File: src/rtl/duty_cycle_pkg.sv
// duty_cycle_pkg: shared state encoding, default width and config record for the duty-cycle generator.
package duty_cycle_pkg;

   localparam int DEF_WIDTH = 8;

   typedef enum logic [1:0] {
      ST_IDLE  = 2'd0,
      ST_DELAY = 2'd1,
      ST_HIGH  = 2'd2,
      ST_LOW   = 2'd3
   } state_t;

   typedef struct packed {
      logic [DEF_WIDTH-1:0] high;
      logic [DEF_WIDTH-1:0] low;
      logic [DEF_WIDTH-1:0] phase;
   } cfg_t;

   // A period is impossible when either half is zero cycles long.
   function automatic logic cfg_zero(input logic [31:0] h, input logic [31:0] l);
      return h == 32'd0 || l == 32'd0;
   endfunction

endpackage

File: src/rtl/dc_down_counter.sv
// dc_down_counter: loadable down-counter that saturates at zero and flags it.
module dc_down_counter #(
   parameter int WIDTH = 8
) (
   input  logic             clk,
   input  logic             reset,
   input  logic             i_load,
   input  logic [WIDTH-1:0] i_val,
   input  logic             i_dec,
   output logic             o_zero
);

   localparam logic [WIDTH-1:0] ONE = WIDTH'(1);

   logic [WIDTH-1:0] r_cnt;

   always_ff @(posedge clk or posedge reset) begin
      if (reset) r_cnt <= '0;
      else if (i_load) r_cnt <= i_val;
      else if (i_dec && r_cnt != '0) r_cnt <= r_cnt - ONE;
   end

   assign o_zero = r_cnt == '0;

endmodule

File: src/rtl/duty_cycle_gen.sv
// duty_cycle_gen: programmable high/low/phase clock generator with glitch-free reload at period boundaries.
module duty_cycle_gen
   import duty_cycle_pkg::*;
#(
   parameter int WIDTH = DEF_WIDTH
) (
   input  logic             clk,
   input  logic             reset,
   input  logic             LOCKED,
   input  logic             load,
   input  logic [WIDTH-1:0] high_time,
   input  logic [WIDTH-1:0] low_time,
   input  logic [WIDTH-1:0] phase_delay,
   output logic             clk_out,
   output logic             period_done,
   output logic             running,
   output logic             cfg_err
);

   localparam logic [WIDTH-1:0] ONE = WIDTH'(1);

   typedef struct packed {
      logic [WIDTH-1:0] high;
      logic [WIDTH-1:0] low;
      logic [WIDTH-1:0] phase;
   } wcfg_t;

   state_t           r_state;
   wcfg_t            r_act, r_pend, w_in, w_next;
   logic             r_pend_valid, r_clk_out, r_running, r_cfg_err;
   logic             w_zero, w_start, w_bad_act, w_bad_next, w_boundary;
   logic             w_cnt_load, w_cnt_dec;
   logic [WIDTH-1:0] w_cnt_val;

   assign w_in       = '{high: high_time, low: low_time, phase: phase_delay};
   assign w_next     = r_pend_valid ? r_pend : r_act;
   assign w_bad_act  = cfg_zero(32'(r_act.high), 32'(r_act.low));
   assign w_bad_next = cfg_zero(32'(w_next.high), 32'(w_next.low));
   // A load in IDLE wins over starting so the start always sees the freshly written config.
   assign w_start    = r_state == ST_IDLE && !load && LOCKED && !r_cfg_err;
   assign w_boundary = r_state == ST_LOW && w_zero && LOCKED;
   assign w_cnt_dec  = LOCKED && r_state != ST_IDLE && !w_zero;

   always_comb begin
      w_cnt_load = 1'b0;
      w_cnt_val  = '0;
      if (!LOCKED) w_cnt_load = r_state != ST_IDLE;
      else if (r_state == ST_IDLE) begin
         w_cnt_load = w_start && !w_bad_act;
         w_cnt_val  = (r_act.phase == '0 ? r_act.high : r_act.phase) - ONE;
      end else if (w_zero) begin
         w_cnt_load = 1'b1;
         w_cnt_val  = r_state == ST_DELAY ? r_act.high - ONE :
                      r_state == ST_HIGH  ? r_act.low - ONE  :
                      w_bad_next          ? '0               : w_next.high - ONE;
      end
   end

   dc_down_counter #(.WIDTH(WIDTH)) u_cnt (
      .clk    (clk),
      .reset  (reset),
      .i_load (w_cnt_load),
      .i_val  (w_cnt_val),
      .i_dec  (w_cnt_dec),
      .o_zero (w_zero)
   );

   always_ff @(posedge clk or posedge reset) begin
      if (reset) begin
         r_state      <= ST_IDLE;
         r_act        <= '0;
         r_pend       <= '0;
         r_pend_valid <= 1'b0;
         r_clk_out    <= 1'b0;
         r_running    <= 1'b0;
         r_cfg_err    <= 1'b0;
      end else begin
         if (load && r_state != ST_IDLE) begin
            r_pend       <= w_in;
            r_pend_valid <= 1'b1;
         end else if (w_boundary) r_pend_valid <= 1'b0;
         if (r_state != ST_IDLE && !LOCKED) begin
            r_state   <= ST_IDLE;
            r_clk_out <= 1'b0;
            r_running <= 1'b0;
         end else if (r_state == ST_IDLE) begin
            if (load) begin
               r_act     <= w_in;
               r_cfg_err <= 1'b0;
            end else if (w_start && w_bad_act) r_cfg_err <= 1'b1;
            else if (w_start) begin
               r_state   <= r_act.phase == '0 ? ST_HIGH : ST_DELAY;
               r_clk_out <= r_act.phase == '0;
               r_running <= 1'b1;
            end
         end else if (w_zero) begin
            if (r_state == ST_DELAY) begin
               r_state   <= ST_HIGH;
               r_clk_out <= 1'b1;
            end else if (r_state == ST_HIGH) begin
               r_state   <= ST_LOW;
               r_clk_out <= 1'b0;
            end else begin
               r_act <= w_next;
               if (w_bad_next) begin
                  r_state   <= ST_IDLE;
                  r_running <= 1'b0;
                  r_cfg_err <= 1'b1;
               end else begin
                  r_state   <= ST_HIGH;
                  r_clk_out <= 1'b1;
               end
            end
         end
      end
   end

   assign clk_out     = r_clk_out;
   assign running     = r_running;
   assign cfg_err     = r_cfg_err;
   assign period_done = r_state == ST_LOW && w_zero;

endmodule

File: config.mk
export PLATFORM = sky130hd
export DESIGN_NAME = duty_cycle_gen
export DESIGN_NICKNAME = d
export VERILOG_FILES = /design/src/rtl/duty_cycle_pkg.sv /design/src/rtl/dc_down_counter.sv /design/src/rtl/duty_cycle_gen.sv
export SDC_FILE = /design/constraint.sdc
export NUM_CORES = 1
export LEC_CHECK = 0
export BUFFER_PORTS_ARGS = -buffer_cell sky130_fd_sc_hd__buf_2
export CAP_MARGIN = 25
export CORE_MARGIN = 3
export CORE_UTILIZATION = 35
export DETAILED_ROUTE_END_ITERATION = 8
export PLACE_DENSITY = 0.55
export REMOVE_ABC_BUFFERS = 1
export SLEW_MARGIN = 25
export SYNTH_ARGS = -nofsm -noshare
export SYNTH_HDL_FRONTEND = slang
export SYNTH_SLANG_ARGS = --single-unit
File: constraint.sdc
create_clock -name clk -period 2.6 [get_ports clk]
set_input_delay 0.26 -clock clk [delete_from_list [all_inputs] [get_ports clk]]
set_output_delay 0.26 -clock clk [all_outputs]
set_load 0.03 [all_outputs]
# After elaboration in Yosys (flattened, before gate mapping)
# Index checks and enable logic that the tools add are counted.
# Widths: inputs -> output; s select.
# totals
regBits,62
out_inout_bits,4
elab_cells,127
# classes
n_addsub,5
eq_ne,13
muxes,55
n_bitwise,1
reduce_logical,41
# ops
op,count
$mux 24,6
$mux 8,9
$logic_not 8->1,6
$sub 8x1->8 const B,5
$mux 1,30
$mux 2,10
$ne 3x2->1 const B,5
$logic_and 1x1->1,12
$reduce_and 6->1,2
$reduce_bool 2->1,6
$reduce_and 5->1,2
$reduce_bool 8->1,1
$reduce_and 7->1,1
$ne 2x2->1 const B,3
$reduce_bool 3->1,2
$logic_not 1->1,5
$ne 5x1->1 const B,1
$eq 2x2->1 const B,2
$reduce_and 4->1,1
$ne 3x3->1 const B,1
$eq 2x1->1 const B,1
$logic_not 2->1,1
$logic_or 1x1->1,2
$not 1->1,1

# Logic depth before layout (Yosys ltp)
# Gate-level depths: netlist (run 1).
# depth
depth_word,10
ltp_mapped,10
ltp_nobuf,9

# Hierarchy
# Synthesis (run 1) repeated with hierarchy kept, for this count alone.
# unflattened
hier_cells,465
hier_area_um2,4176.5
# by_module_without_submodules
mod,n_inst,cells_each,area_each_um2,seq_area_each_um2
duty_cycle_gen,1,412,3681.0,1351.3
dc_down_counter,1,53,495.5,200.2

# Least setup slack after synthesis (run 1)
# Ideal clock, no wire load.
# synth_path
kind,register -> register
from,register r_pend_valid
to,register u_cnt.r_cnt[2]
arrival_time_ps,2169
required_ps,2474
slack_ps,305
path_stages_with_launch,11
period_less_slack_ps,2295
path_cell_list,dfrtp_1 > buf_2 > buf_1 > mux2i_1 > ha_1 > inv_1 > o21ai_0 > a32oi_1 > o211ai_1 > o31ai_2 > a221o_1
# synth_via
elab_chain_len,10
# synth_lines
item,line,rtl
from (decl),duty_cycle_gen.sv:30,"logic r_pend_valid, r_clk_out, r_running, r_cfg_err;"
from (signal assigned),duty_cycle_gen.sv:73,r_pend_valid <= 1'b0;
from (signal assigned),duty_cycle_gen.sv:80,r_pend_valid <= 1'b1;
from (signal assigned),duty_cycle_gen.sv:81,end else if (w_boundary) r_pend_valid <= 1'b0;
$mux 24 *,duty_cycle_gen.sv:36,assign w_next = r_pend_valid ? r_pend : r_act;
"parallel branches: the longest is 2 deep, another holds $sub 8x1->8",n/a,
$mux 8 *,duty_cycle_gen.sv:55,w_bad_next ? '0 : w_next.high - ONE;
$mux 8 *,duty_cycle_gen.sv:54,r_state == ST_HIGH ? r_act.low - ONE :
$mux 8 *,duty_cycle_gen.sv:53,w_cnt_val = r_state == ST_DELAY ? r_act.high - ONE :
$mux 8 *,duty_cycle_gen.sv:51,end else if (w_zero) begin
$mux 8 *,duty_cycle_gen.sv:48,else if (r_state == ST_IDLE) begin
$mux 8 *,duty_cycle_gen.sv:47,if (!LOCKED) w_cnt_load = r_state != ST_IDLE;
$mux 8 *,dc_down_counter.sv:19,else if (i_load) r_cnt <= i_val;
to (signal assigned),dc_down_counter.sv:19,
to (signal assigned),dc_down_counter.sv:20,else if (i_dec && r_cnt != '0) r_cnt <= r_cnt - ONE;
to (decl),dc_down_counter.sv:15,logic [WIDTH-1:0] r_cnt;
# Every way passes the cells marked *. The select of a mux whose other input is x is not followed.
# A chain may end at the register's enable or synchronous reset.

# Final worst setup path (run 1)
# layout_path
from,register u_cnt.r_cnt[0]
to,register u_cnt.r_cnt[4]
# layout_via
elab_chain_len,5
# layout_lines
item
"parallel branches: the longest is 5 deep, another holds $sub 8x1->8"
# Several ways; the timed one is not identified. The select of a mux whose other input is x is not followed.

==> flow_summary.toml, run 1 <==
[timing]
hold_viol = 27
setup-violations-final = 0
hold_ws_ns = -0.0182
tightest_slew_ns = 0.573
rsz0062_at_grt = "no"
final.setup.worst_slack_ns = 0.171
drv_slew = 0
period_minus_slack_ns = 2.43
final.period_utilization_pct = 93.4
clock_skew_ns = 0.00618
fmax_mhz = 412
maxSlewHeadroom_pct = 61.8

[worst_hold_path]
hp-class = "input pin to async pin"

[global_routing]
busiest_layer = "met2"
antenna_found_initial = 0
grt_overflow = 0
grt_pass1_wl_um = 19900
use_met2_pct = 28.6
grt_util_met3_pct = 4.33
met1_usage_pct = 27.2
grt_use_total_pct = 19.0
grt_max_degree = 63
grt_pass1_vias = 3702

[synth]
synthFlopType = "dfrtp_1"
synth-edff-count = 0
avgSynthCellArea_um2 = 9.22
async_flop_share_pct = 100
synthMuxAreaShare_pct = 7.61
synth_top_family_by_area = "compound AO/OA/AOI/OAI gates"
ys_warn_count = 0
ys_seq_area_share_pct = 36.8
synth_fa_ha_area_share_pct = 4.46
yosys.area_share.simple_pct = 17.6
syn_inst = 457
synth-compound-area-share_pct = 24.0
synth_area_um2 = 4210
synth-xor-area-share_pct = 4.58
ys_ff_latch = 62
synth_cell_type_count = 71

[finish]
diodes = 0
fin_cells = 639
nFillCells = 1135
final_util_pct = 42.1
nNetsFinal = 535
drive_gt1_share_pct = 22.0
area_growth_pct = 15.7

[setup_path]
cpPeakStageDelay_ns = 0.64
start_kind = "flop"
cp_slowest_cell = "or4b_1"
reg2reg_from = "u_cnt.r_cnt[0]"
cp_max_fo = 8
path_cells = "inv_1, ha_1, or4b_1, nor3_1, o311ai_0, nand4_1"
critPathKind = "flop to flop"
ff2ff_setup_slack_ns = 0.17
critPathCaptureType = "flop"
reg2reg_to = "u_cnt.r_cnt[4]"
arrival_ns = 2.69
required_ns = 2.86
ff2ff_path_depth = 6

[clocking]
clk_latency_ns = 0.33
tritoncts = "yes"
numCtsBuffers = 9
cts_setup_buffers = 0
cts.path.max_buffers = 2
clock_sink_count = 62
htree_num_levels = 3
root_buffer = "clkbuf_16"
path_clk_slew_ns = 0.05

[power_and_ir_drop]
p_leak_nw = 2.08
ir_drop_mv = 0.458
power_density_nw_per_um2 = 1340

[drt]
wl_um = 11700
initialDrtViolationCount = 246
antenna_left = 0
drc = 0
vias = 3662
first_pass_iters = 5
vias_per_cell = 5.73
drt-wirelength-per-cell_um = 18.4

[placement]
dp_hpwl_um = 8560
gp_congestion = 0.898
dpl.cell_count = 624
preCtsSetupSlack_ns = 0.173
portBuffers = 31

[die]
ios = 32
initial_core_util_pct = 36.4
core_region_area_um2 = 11600
dieArea_um2 = 13400
die_w_um = 116
die_h_um = 116
row_count = 39

[flow_run]
maxCapViolations = 0

[status]
violations = "hold timing"
status = "complete, but fails checks"
==> cells in the mapped netlist (2+ instances only) <==
cell | number | share of area [%]
a21oi_1 | 36 | 4.3
o22ai_1 | 2 | 0.30
xnor2_1 | 9 | 1.9
nor4_1 | 7 | 1.0
buf_1 | 4 | 0.36
buf_2 | 5 | 0.59
xor2_1 | 13 | 2.7
o21a_1 | 2 | 0.36
a21o_2 | 2 | 0.42
mux2_2 | 24 | 6.4
o21ai_0 | 32 | 3.8
o21ai_2 | 2 | 0.42
or2_2 | 2 | 0.30
o21ai_1 | 2 | 0.24
nor3_2 | 3 | 0.71
dfrtp_1 | 62 | 37
buf_6 | 4 | 1.1
nand3b_1 | 4 | 0.71
a32oi_1 | 2 | 0.42
and3_1 | 4 | 0.59
o211ai_1 | 6 | 1.1
nand2_1 | 38 | 3.4
a31oi_1 | 4 | 0.59
clkbuf_1 | 11 | 0.98
ha_1 | 15 | 4.5
inv_1 | 19 | 1.7
nor3_1 | 14 | 1.7
mux2i_1 | 5 | 1.2
nor2b_1 | 4 | 0.59
nor2_1 | 27 | 2.4
nor3b_1 | 11 | 2.0
a221o_1 | 2 | 0.48
a22o_1 | 4 | 0.83
a21o_1 | 4 | 0.71
and2_1 | 2 | 0.30
nand3_1 | 2 | 0.24
or3_1 | 4 | 0.59
a41oi_1 | 2 | 0.42
a22oi_1 | 25 | 4.5
o31ai_1 | 4 | 0.71
nand2b_1 | 3 | 0.45
==> how the worst max path moves through the flow <==
stage / from / end / slack, ns
2_1_floorplan: r_state[0] / r_pend[0] / -0.28
3_3_place_gp: u_cnt.r_cnt[0] / u_cnt.r_cnt[4] / 0.16
3_5_place_dp: u_cnt.r_cnt[0] / u_cnt.r_cnt[4] / 0.17
4_1_cts: u_cnt.r_cnt[0] / u_cnt.r_cnt[4] / 0.15
5_1_grt: u_cnt.r_cnt[1] / u_cnt.r_cnt[4] / 0.02
6_report: u_cnt.r_cnt[0] / u_cnt.r_cnt[4] / 0.17
==> where the power goes <==
part           leakage [nW]  internal [W]  switching [W]
clock network         0.141      0.000758       0.000424
registers             0.747       0.00144       0.000590
logic                  1.19       0.00142        0.00190
total                  2.08       0.00361        0.00292
==> critical path: cells and delay by family (launching register included) <==
family	cells	cell delay (ns)
AND/OR/NAND/NOR	3	1.31
adder cells (fa/ha/maj)	1	0.17
buffers and inverters	1	0.11
flip-flops	1	0.45
AO/OA/AOI/OAI	1	0.30
==> routing by layer <==
| metal | wire length (um) | share of wire, % |
|---|---|---|
| met1 | 5680 | 48 |
| met2 | 5220 | 44 |
| met3 | 591 | 5.0 |
| met4 | 249 | 2.1 |
| met5 | 0 | 0 |
==> metrics by stage <==
step                      hold WS [ns]  total power, W  cell area, um2  TNS [ns]
after floorplan                  0.412         0.00420            4080     -7.82
after global placement           0.355         0.00529            4580         0
after detailed placement         0.357         0.00531            4580         0
after CTS                      0.00533         0.00652            4870         0
after global routing            0.0215         0.00709            4870         0
final                          -0.0182         0.00653            4870         0
==> logic make-up (layout without fill, tap and decap cells) <==
group | count (synthesis) | count (layout)
simple gates | 135 | 135
compound gates | 149 | 149
buf+inv | 45 | 84
mux | 29 | 29
flops | 62 | 62
xor+xnor | 22 | 22
fa+ha+maj | 15 | 15
==> state kept, by name (all words and copies together) (netlist names) <==
| name | count |
|---|---|
| clk_out | 1 |
| u_cnt.r_cnt | 8 |
| running | 1 |
| r_act | 24 |
| cfg_err | 1 |
| r_pend_valid | 1 |
| r_state | 2 |
| r_pend | 24 |
==> layout by cell type (no fill, tap or decap), drive strengths merged, types with 4 or more instances in the layout <==
cell	instances
nand2	38
or3	5
nor3	18
a21o	6
mux2	24
a31oi	4
buf	49
inv	19
and3	4
ha	15
xnor2	9
a22o	4
a22oi	25
nor2b	4
o21ai	36
mux2i	5
o31ai	5
clkbuf	11
nor3b	11
nand3b	4
o211ai	6
nor4	8
a21oi	37
dfrtp	62
nor2	28
xor2	13
==> what timing repair did <==
item,CTS,global route
setup endpoints to repair,0,2
gates resized for setup,0,1
hold buffers,0,0
==> final cells by class <==
cell class	instances	area, um2	area share [%]
clock buffers	11	243	4.98
repair buffers	49	315	6.47
flip-flops and latches	62	1550	31.8
well taps	143	179	3.67
inverters	20	75.1	1.54
multi-input cells	350	2460	50.5
clock inverters	4	47.5	0.976
Power figures use the tool's default switching activity.
==> inputs of run 2 (changes only) <==
Settings changed: REMOVE_ABC_BUFFERS 1 to not set.
==> run 2 against run 1 <==
  * The flow still finishes with violations (hold timing)
  * Die area is the same
  * Routed wire length shrank 0.36%
  * Register-to-register slack lost 0.04 ns
  * Total power shrank 0.33%
  * Critical path depth grew 1
  * Final area grew 0.67%
  * Largest power group unchanged
  * Highest routed layer unchanged
==> flow_summary.toml, run 2 (synthesis results as in run 1) <==
[setup_path]
ff2ff_setup_slack_ns = 0.13
start_kind = "flop"
cp_num_cells = 7
cp_max_fo = 8
critPathKind = "flop to flop"
crit_path_end = "u_cnt.r_cnt[2]"
cpPeakStageDelay_ns = 0.67
path_buf_inv = 1
required_ns = 2.87
reg2reg_from = "u_cnt.r_cnt[0]"
cp_slowest_cell = "or4b_1"
reg2reg_to = "u_cnt.r_cnt[2]"
path_cells = "inv_1, ha_1, or4b_1, nor3_4, o211ai_1, o31ai_2, a221o_1"
arrival_ns = 2.75
path_delay_family = "simple AND/OR/NAND/NOR gates"
ff2ff_path_depth = 7
critPathLaunch = "u_cnt.r_cnt[0]"
critPathCaptureType = "flop"

[timing]
rsz0062_at_grt = "no"
hold_ws_ns = -0.00550
clock_skew_ns = 0.00955
period_minus_slack_ns = 2.47
final.period_utilization_pct = 95.1
maxSlewHeadroom_pct = 56.4
setup-violations-final = 0
tns_ns = 0
final.setup.worst_slack_ns = 0.126
tightest_slew_ns = 0.648
fmax_mhz = 404
drv_slew = 0
hold_viol = 7

[power_and_ir_drop]
p_int_w = 0.00358
seqPwrFrac_pct = 30.0
p_sw_w = 0.00293
clockPowerShare_pct = 16.8
ir_drop_mv = 0.573
power_frac_comb_pct = 53.2
power_density_nw_per_um2 = 1330
report.power.total_w = 0.00651
p_sw_share_pct = 45.0
p_leak_nw = 2.11

[placement]
preCtsSetupSlack_ns = 0.174
gp_congestion = 0.873
dp_hpwl_um = 8910
placed_area_um2 = 4640
portBuffers = 31

[die]
dieArea_um2 = 13400
ios = 32
die_w_um = 116
row_count = 39
initial_core_util_pct = 36.4
core_region_area_um2 = 11600
die_h_um = 116

[global_routing]
grt_pass1_vias = 3625
grt_use_total_pct = 18.7
grt_max_degree = 37
antenna_found_initial = 0
grt_pass1_wl_um = 19400
grt_overflow = 0

[drt]
vias = 3693
drt-wirelength-per-cell_um = 18.0
vias_per_cell = 5.70
wl_um = 11700
first_pass_iters = 5
antenna_left = 0
drc = 0
initialDrtViolationCount = 322

[worst_hold_path]
hp-class = "input pin to async pin"

[clocking]
clock_sink_count = 62
clk_latency_ns = 0.35
cts_resized = 0
hold_buffers = 0
numCtsBuffers = 9
cts.path.max_buffers = 2
cts_setup_buffers = 0
path_clk_slew_ns = 0.05
htree_num_levels = 3
root_buffer = "clkbuf_16"
tritoncts = "yes"

[synth]
syn-num-nets = 500

[finish]
diodes = 0
drive_gt1_share_pct = 23.6
nNetsFinal = 545
top_regs = "r_act (24), r_pend (24), u_cnt.r_cnt (8)"
nFillCells = 1117
final_cell_area_um2 = 4910
final_cell_mix = "dfrtp_1 (61), nand2_1 (38), a21oi_1 (36), o21ai_0 (32), buf_2 (31)"
area_growth_pct = 16.5
final_common_cell = "dfrtp_1"

[flow_run]
maxCapViolations = 0

[status]
status = "complete, but fails checks"
violations = "hold timing"
run 2: metrics by stage:
step	util [%]	instances
6_report	42.4	648
5_1_grt	42.4	648
4_1_cts	42.4	648
3_5_place_dp	40.1	634
3_3_place_gp	40.1	634
2_1_floorplan	-	457
run 2: cell type report:
type | instances | area [um2] | area share (%)
Clock inverter | 4 | 25.0 | 0.510
Multi-Input combinational cell | 350 | 2460 | 50.1
Inverter | 20 | 75.1 | 1.53
Timing Repair Buffer | 59 | 378 | 7.70
Clock buffer | 10 | 239 | 4.87
Sequential cell | 62 | 1550 | 31.7
Tap cell | 143 | 179 | 3.65
run 2: worst register-to-register path, stage by stage, from the launching register on:
cell,delay [ns]
dfrtp_1,0.44
inv_1,0.11
ha_1,0.17
or4b_1,0.67
nor3_4,0.37
o211ai_1,0.17
o31ai_2,0.27
a221o_1,0.21
run 2: per-layer routing:
layer	global-route usage [%]	up-vias	share of wire [%]	wire, um
met1	26.5	1806	49	5780
met5	0	-	0	0
met4	7.50	0	2.4	275
met3	4.07	20	4.0	462
li1	-	1771	-	-
met2	27.9	96	44	5180
run 2: power by group through the flow:
stage | clock network [W] | registers [W] | logic (W)
final | 0.00109 | 0.00195 | 0.00346
after floorplan | 0 | 0.00188 | 0.00244
after global routing | 0.00115 | 0.00204 | 0.00383
after CTS | 0.00112 | 0.00195 | 0.00345
after detailed placement | 0 | 0.00196 | 0.00343
after global placement | 0 | 0.00194 | 0.00341
run 2: how the worst min path moves through the flow:
| stage | start | to | slack [ns] | depth (start not counted) |
|---|---|---|---|---|
| after CTS | reset | r_pend[21] | 0.02 | 2 |
| final | reset | r_pend[21] | -0.005 | 2 |
| after detailed placement | reset | r_pend[21] | 0.39 | 2 |
| after global placement | reset | r_pend[21] | 0.37 | 2 |
| after global routing | reset | r_pend[21] | 0.06 | 2 |
| after floorplan | low_time[4] | r_pend[12] | 0.41 | 1 |
